### config.mk
export PLATFORM = sky130hd
export DESIGN_NAME = corr_applier
export DESIGN_NICKNAME = d
export VERILOG_FILES = /design/src/rtl/corr_applier.sv
export SDC_FILE = /design/constraint.sdc
export NUM_CORES = 2
export LEC_CHECK = 0
export ABC_AREA = 1
export BUFFER_PORTS_ARGS = -buffer_cell sky130_fd_sc_hd__buf_2
export CAP_MARGIN = 20
export CORE_UTILIZATION = 55
export CTS_CLUSTER_SIZE = 25
export DETAILED_ROUTE_END_ITERATION = 6
export PLACE_DENSITY = 0.73
export REMOVE_ABC_BUFFERS = 1
export SLEW_MARGIN = 0
export SYNTH_ARGS = -nofsm -noshare
export SYNTH_HDL_FRONTEND = slang
export SYNTH_SLANG_ARGS = --single-unit
### constraint.sdc
create_clock -name clk -period 12.8 [get_ports clk]
set_clock_uncertainty 0.1 [all_clocks]
set_input_delay 1.92 -clock clk [delete_from_list [all_inputs] [get_ports clk]]
set_output_delay 1.92 -clock clk [all_outputs]
set_load 0.005 [all_outputs]
### src/rtl/corr_applier.sv
// corr_applier: applies buffered per-baseline offset corrections to X-engine
// cross-products, which carry offset-binary real parts, to recover true signed
// visibilities. It forwards end-of-frame markers and counts completed frames.
//
// Ports
//   clk, rst              clock, synchronous active-high reset
//   corr_vld/re/im/last   correction word set from the tracker (FIFO push)
//   din_vld/re/im         raw product set from the X-engine (FIFO pop)
//   dout_vld/re/im/last   corrected product set, 2 cycles after din_vld
//   frame_ctr             completed frame count (wraps)
//   err_ovf, err_unf      sticky FIFO overflow / underflow flags
//
// Lane packing is {xx,xy,yx,yy}. xx occupies the MSBs, so lane index 3 is xx.
module corr_applier #(
  parameter int BITWIDTH        = 4,
  parameter int CORR_WIDTH      = 16,
  parameter int ACC_WIDTH       = 32,
  parameter int RE_OFFSET       = 0,
  parameter int FIFO_DEPTH_BITS = 4
) (
  input  logic                       clk,
  input  logic                       rst,
  input  logic                       corr_vld,
  input  logic [4*CORR_WIDTH-1:0]    corr_re,
  input  logic [4*CORR_WIDTH-1:0]    corr_im,
  input  logic                       corr_last,
  input  logic                       din_vld,
  input  logic [4*ACC_WIDTH-1:0]     din_re,
  input  logic [4*ACC_WIDTH-1:0]     din_im,
  output logic                       dout_vld,
  output logic [4*(ACC_WIDTH+1)-1:0] dout_re,
  output logic [4*(ACC_WIDTH+1)-1:0] dout_im,
  output logic                       dout_last,
  output logic [15:0]                frame_ctr,
  output logic                       err_ovf,
  output logic                       err_unf
);

  localparam int OW    = ACC_WIDTH + 1;
  localparam int DEPTH = 1 << FIFO_DEPTH_BITS;
  localparam int CW4   = 4 * CORR_WIDTH;
  localparam int AW4   = 4 * ACC_WIDTH;

  logic [CW4-1:0]             mem_re [DEPTH];
  logic [CW4-1:0]             mem_im [DEPTH];
  logic                       mem_last [DEPTH];
  logic [FIFO_DEPTH_BITS-1:0] wr_ptr, rd_ptr;
  logic [FIFO_DEPTH_BITS:0]   count;
  logic                       full, empty, do_push, do_pop;

  assign full  = (count == (FIFO_DEPTH_BITS+1)'(DEPTH));
  assign empty = (count == '0);
  // A full FIFO still accepts a push when a pop frees the head in the same cycle.
  assign do_push = corr_vld && (!full || din_vld);
  // A pop against an empty FIFO is not served by a same-cycle push.
  assign do_pop  = din_vld && !empty;

  always_ff @(posedge clk) begin
    if (do_push) begin
      mem_re[wr_ptr]   <= corr_re;
      mem_im[wr_ptr]   <= corr_im;
      mem_last[wr_ptr] <= corr_last;
    end
  end

  always_ff @(posedge clk) begin
    if (rst) begin
      wr_ptr  <= '0;
      rd_ptr  <= '0;
      count   <= '0;
      err_ovf <= 1'b0;
      err_unf <= 1'b0;
    end else begin
      if (do_push) wr_ptr <= wr_ptr + 1'b1;
      if (do_pop)  rd_ptr <= rd_ptr + 1'b1;
      case ({do_push, do_pop})
        2'b10:   count <= count + 1'b1;
        2'b01:   count <= count - 1'b1;
        default: count <= count;
      endcase
      if (corr_vld && full && !din_vld) err_ovf <= 1'b1;
      if (din_vld && empty)             err_unf <= 1'b1;
    end
  end

  // Stage 1: capture the product set and the popped correction.
  // An unserved pop carries a zero correction and no frame marker.
  logic           s1_vld, s1_last;
  logic [AW4-1:0] s1_din_re, s1_din_im;
  logic [CW4-1:0] s1_corr_re, s1_corr_im;

  always_ff @(posedge clk) begin
    if (rst) begin
      s1_vld     <= 1'b0;
      s1_last    <= 1'b0;
      s1_din_re  <= '0;
      s1_din_im  <= '0;
      s1_corr_re <= '0;
      s1_corr_im <= '0;
    end else begin
      s1_vld <= din_vld;
      if (din_vld) begin
        s1_din_re  <= din_re;
        s1_din_im  <= din_im;
        s1_corr_re <= do_pop ? mem_re[rd_ptr]   : '0;
        s1_corr_im <= do_pop ? mem_im[rd_ptr]   : '0;
        s1_last    <= do_pop ? mem_last[rd_ptr] : 1'b0;
      end
    end
  end

  // Per-lane correction, done at OW bits so every result wraps modulo 2^OW.
  logic [4*OW-1:0] res_re, res_im;

  for (genvar k = 0; k < 4; k++) begin : g_lane
    logic signed [OW-1:0] d_re, d_im, c_re, c_im;
    assign d_re = OW'($signed(s1_din_re[k*ACC_WIDTH +: ACC_WIDTH]));
    assign d_im = OW'($signed(s1_din_im[k*ACC_WIDTH +: ACC_WIDTH]));
    assign c_re = OW'($signed(s1_corr_re[k*CORR_WIDTH +: CORR_WIDTH]));
    assign c_im = OW'($signed(s1_corr_im[k*CORR_WIDTH +: CORR_WIDTH]));
    assign res_re[k*OW +: OW] = d_re - (c_re <<< (BITWIDTH-1)) + OW'(RE_OFFSET);
    assign res_im[k*OW +: OW] = d_im - (c_im <<< (BITWIDTH-1));
  end

  // Stage 2: the data outputs only change on a valid set, so they hold between sets.
  always_ff @(posedge clk) begin
    if (rst) begin
      dout_vld  <= 1'b0;
      dout_re   <= '0;
      dout_im   <= '0;
      dout_last <= 1'b0;
      frame_ctr <= '0;
    end else begin
      dout_vld <= s1_vld;
      if (s1_vld) begin
        dout_re   <= res_re;
        dout_im   <= res_im;
        dout_last <= s1_last;
      end
      if (dout_vld && dout_last) frame_ctr <= frame_ctr + 1'b1;
    end
  end

endmodule
==> impl_metrics.json <==
{
  "crit_buf_inv": 4,
  "grt_antenna_before_repair": 80,
  "final_common_cell": "sky130_fd_sc_hd__nor2_1",
  "crit_path_max_fanout": 100,
  "rsz0062_at_grt": "no",
  "die_h_um": 474,
  "cts_tree": "done",
  "finish.utilization_pct": 62.3,
  "number_of_setup_violations_in_the_final_report": 0,
  "worst_slew_pin_slew_ps": 1370,
  "hp-class": "flip-flop to flip-flop",
  "syn2layout_area_growth_pct": 12.1,
  "timing_worst_setup_path_type": "input pin to flip-flop",
  "timing.max_slew.rel_slack_pct": 8.74,
  "ys_seq_area_share_pct": 61.9,
  "timing.critical_path.arrival_ps": 6030,
  "floorplan.die.width_um": 474,
  "most-common-layout-cells": "sky130_fd_sc_hd__nor2_1 (2791), sky130_fd_sc_hd__nand2_1 (2098), sky130_fd_sc_hd__edfxtp_1 (2064)",
  "cts.repair_timing.setup_buffer_count": 0,
  "route.detailed.vias_per_inst": 5.71,
  "clk_latency_ps": 940,
  "finish.instance_area_um2": 137000,
  "drive_above_1_share_pct": 8.89,
  "finalWirelength_um": 364000,
  "nNetsFinal": 13900,
  "drtIter0Drc": 10200,
  "route.antenna.remaining_nets": 0,
  "cp-startpoint": "din_vld",
  "avgRoutedWirePerCell_um": 22.0,
  "timing.final.crit_period_ps": 5600,
  "io_buffer_count": 672,
  "drc": 0,
  "tritoncts.num_buffers": 300,
  "grt_max_degree": 311,
  "max-clock-path-buffers": 4,
  "finalSetupTns_ps": 0,
  "p_int_mw": 17.4,
  "row_count": 172,
  "power.density_cell_area_nw_per_um2": 197,
  "max_cap_viol_count": 0,
  "crit_slowest_cell": "sky130_fd_sc_hd__buf_4",
  "switching_fraction_pct": 35.8,
  "numClockSinks": 2751,
  "ys.warnings.count": 0,
  "net-switching-power_mw": 9.69,
  "cts_htree_levels": 5,
  "power.share.clock_pct": 31.0,
  "seqPwrFrac_pct": 38.1,
  "syn_area_per_cell_um2": 9.50,
  "crit_required_ps": 13230,
  "syn_area_um2": 122000,
  "final_hold_violation_count": 0,
  "cpPeakStageDelay_ps": 860,
  "yosys.cell_types.count": 31,
  "cts_resized": 0,
  "static-leakage-power_nw": 55.1,
  "hold_buffers": 0,
  "grt_pass1_wl_um": 539000,
  "path_clk_slew_ps": 60,
  "overflow": 0,
  "via_count": 94300,
  "cp-start-kind": "input pin",
  "track_usage_pct": 31.7,
  "status": "finished, final reports clean",
  "timing.critical_path.cells": "clkbuf_8 > inv_8 > nand2_1 > nor2_1 > nor2_1 > nand2_1 > nor2_4 > buf_4 > buf_4",
  "detailedPlacementHpwl_um": 224000,
  "hold_crit_start": "s1_corr_re[59]",
  "ctsRootBufferMaster": "sky130_fd_sc_hd__clkbuf_16",
  "power_mw": 27.1,
  "routabilityCongestion": 0.939,
  "final_cells": 16500,
  "post_synth_inst_count": 12900,
  "fp.dieArea_um2": 225000,
  "length_of_the_first_detailed_routing_pass_in_iterations": 6,
  "report.final.slew_viol_count": 0,
  "placement.cell_area_um2": 128000,
  "design.portCount": 673,
  "initial_core_util_pct": 55.6,
  "crit_path_end_kind": "flip-flop",
  "cp_top_family": "buffers and inverters",
  "placedCellCount": 15900,
  "post-route-period-util_pct": 43.8,
  "core_region_area_um2": 220000,
  "vdd_ir_drop_max_mv": 0.186,
  "max_freq_mhz": 178,
  "first_global_vias": 88800,
  "power.share.combinational_pct": 31.0,
  "flop_and_latch_count_out_of_synthesis": 2751
}
[metrics by stage]
stage / setup WS, ps / hold slack, ps
floorplan: -26160 / 339
global placement: 6190 / 347
detailed placement: 6350 / 357
CTS: 7300 / 366
global route: 7100 / 385
finish: 7200 / 366
[worst register-to-register path, cell delays in order (launching register included)]
cell and delay [ps]:
sky130_fd_sc_hd__dfxtp_4 840, sky130_fd_sc_hd__buf_4 810, sky130_fd_sc_hd__buf_4 910, sky130_fd_sc_hd__buf_4 1010, sky130_fd_sc_hd__o21ai_0 300, sky130_fd_sc_hd__o211ai_1 300, sky130_fd_sc_hd__nand3_1 130, sky130_fd_sc_hd__nand2_1 230
sky130_fd_sc_hd__nand2_1 140, sky130_fd_sc_hd__a21oi_1 140
[logic make-up after synthesis]
| kind of cell | Yosys count | share of synthesized area, % |
|---|---|---|
| AO/OA/AOI/OAI | 2347 | 10.7 |
| buffers and inverters | 1758 | 5.79 |
| flip-flops | 2751 | 61.9 |
| AND/OR/NAND/NOR | 5654 | 18.2 |
| adder cells (fa/ha/maj) | 250 | 2.60 |
| XOR/XNOR | 124 | 0.887 |
[synth_stat cells (all sizes together)]
master | n | area [um^2]
a21o | 10 | 75.1
a21oi | 316 | 1580
a31oi | 2 | 12.5
and2 | 9 | 56.3
buf | 235 | 1370
clkbuf | 413 | 1550
clkinv | 1 | 3.75
dfxtp | 687 | 13800
edfxtp | 2064 | 62000
fa | 8 | 160
ha | 242 | 3030
inv | 1109 | 4170
nand2 | 2098 | 7880
nand3 | 682 | 3410
nand4 | 37 | 231
nor2 | 2807 | 10500
nor3 | 16 | 80.1
nor4 | 1 | 6.26
o211ai | 516 | 3870
o21ai | 1479 | 7400
o21bai | 24 | 180
or2 | 4 | 25.0
xnor2 | 58 | 508
xor2 | 66 | 578
[layer usage]
metal  vias to the layer above  share of wire (%)  track usage [%]  routed length, um
met1                     45100                 42             44.1             152000
met3                       611                8.8             5.03              32100
met5                         -              0.051                0                185
met4                        26                3.5             12.7              12700
met2                      4309                 46             49.9             166000
li1                      44200                  -                -                  -
[sequential cells by signal, summed over array words and instances (netlist names), named ones only]
register,flops
dout_im,132
count,5
mem_last,16
s1_last,1
err_ovf,1
s1_corr_im,64
err_unf,1
s1_din_im,128
frame_ctr,16
dout_re,132
dout_last,1
s1_din_re,128
mem_re,1024
rd_ptr,4
s1_vld,1
wr_ptr,4
s1_corr_re,64
dout_vld,1
mem_im,1024
[power groups by stage]
stage,sequential (mW),combinational (mW),clock (mW)
after CTS,10.3,8.25,8.46
after global routing,10.3,9.28,8.82
after global placement,10.5,8.03,0
final,10.3,8.38,8.38
after detailed placement,10.5,8.19,0
after floorplan,10.8,5.85,0
[final timing paths]
kind | to | slack [ps] | depth (start not counted)
max | mem_re[11][27] | 7200 | 9
min | s1_corr_re[59] | 370 | 2
max reg2reg | s1_corr_re[48] | 7820 | 9
min reg2reg | s1_corr_re[59] | 370 | 2
[area by class of cell]
class	count	area (um^2)
Clock inverter	124	1190
Clock buffer	400	8240
Timing Repair Buffer	750	4280
Sequential cell	2751	75800
Fill cell	17900	83100
Antenna cell	42	105
Tap cell	2958	3700
Inverter	1110	4230
Multi-Input combinational cell	8375	39700
(Power assumes the default switching activity.)
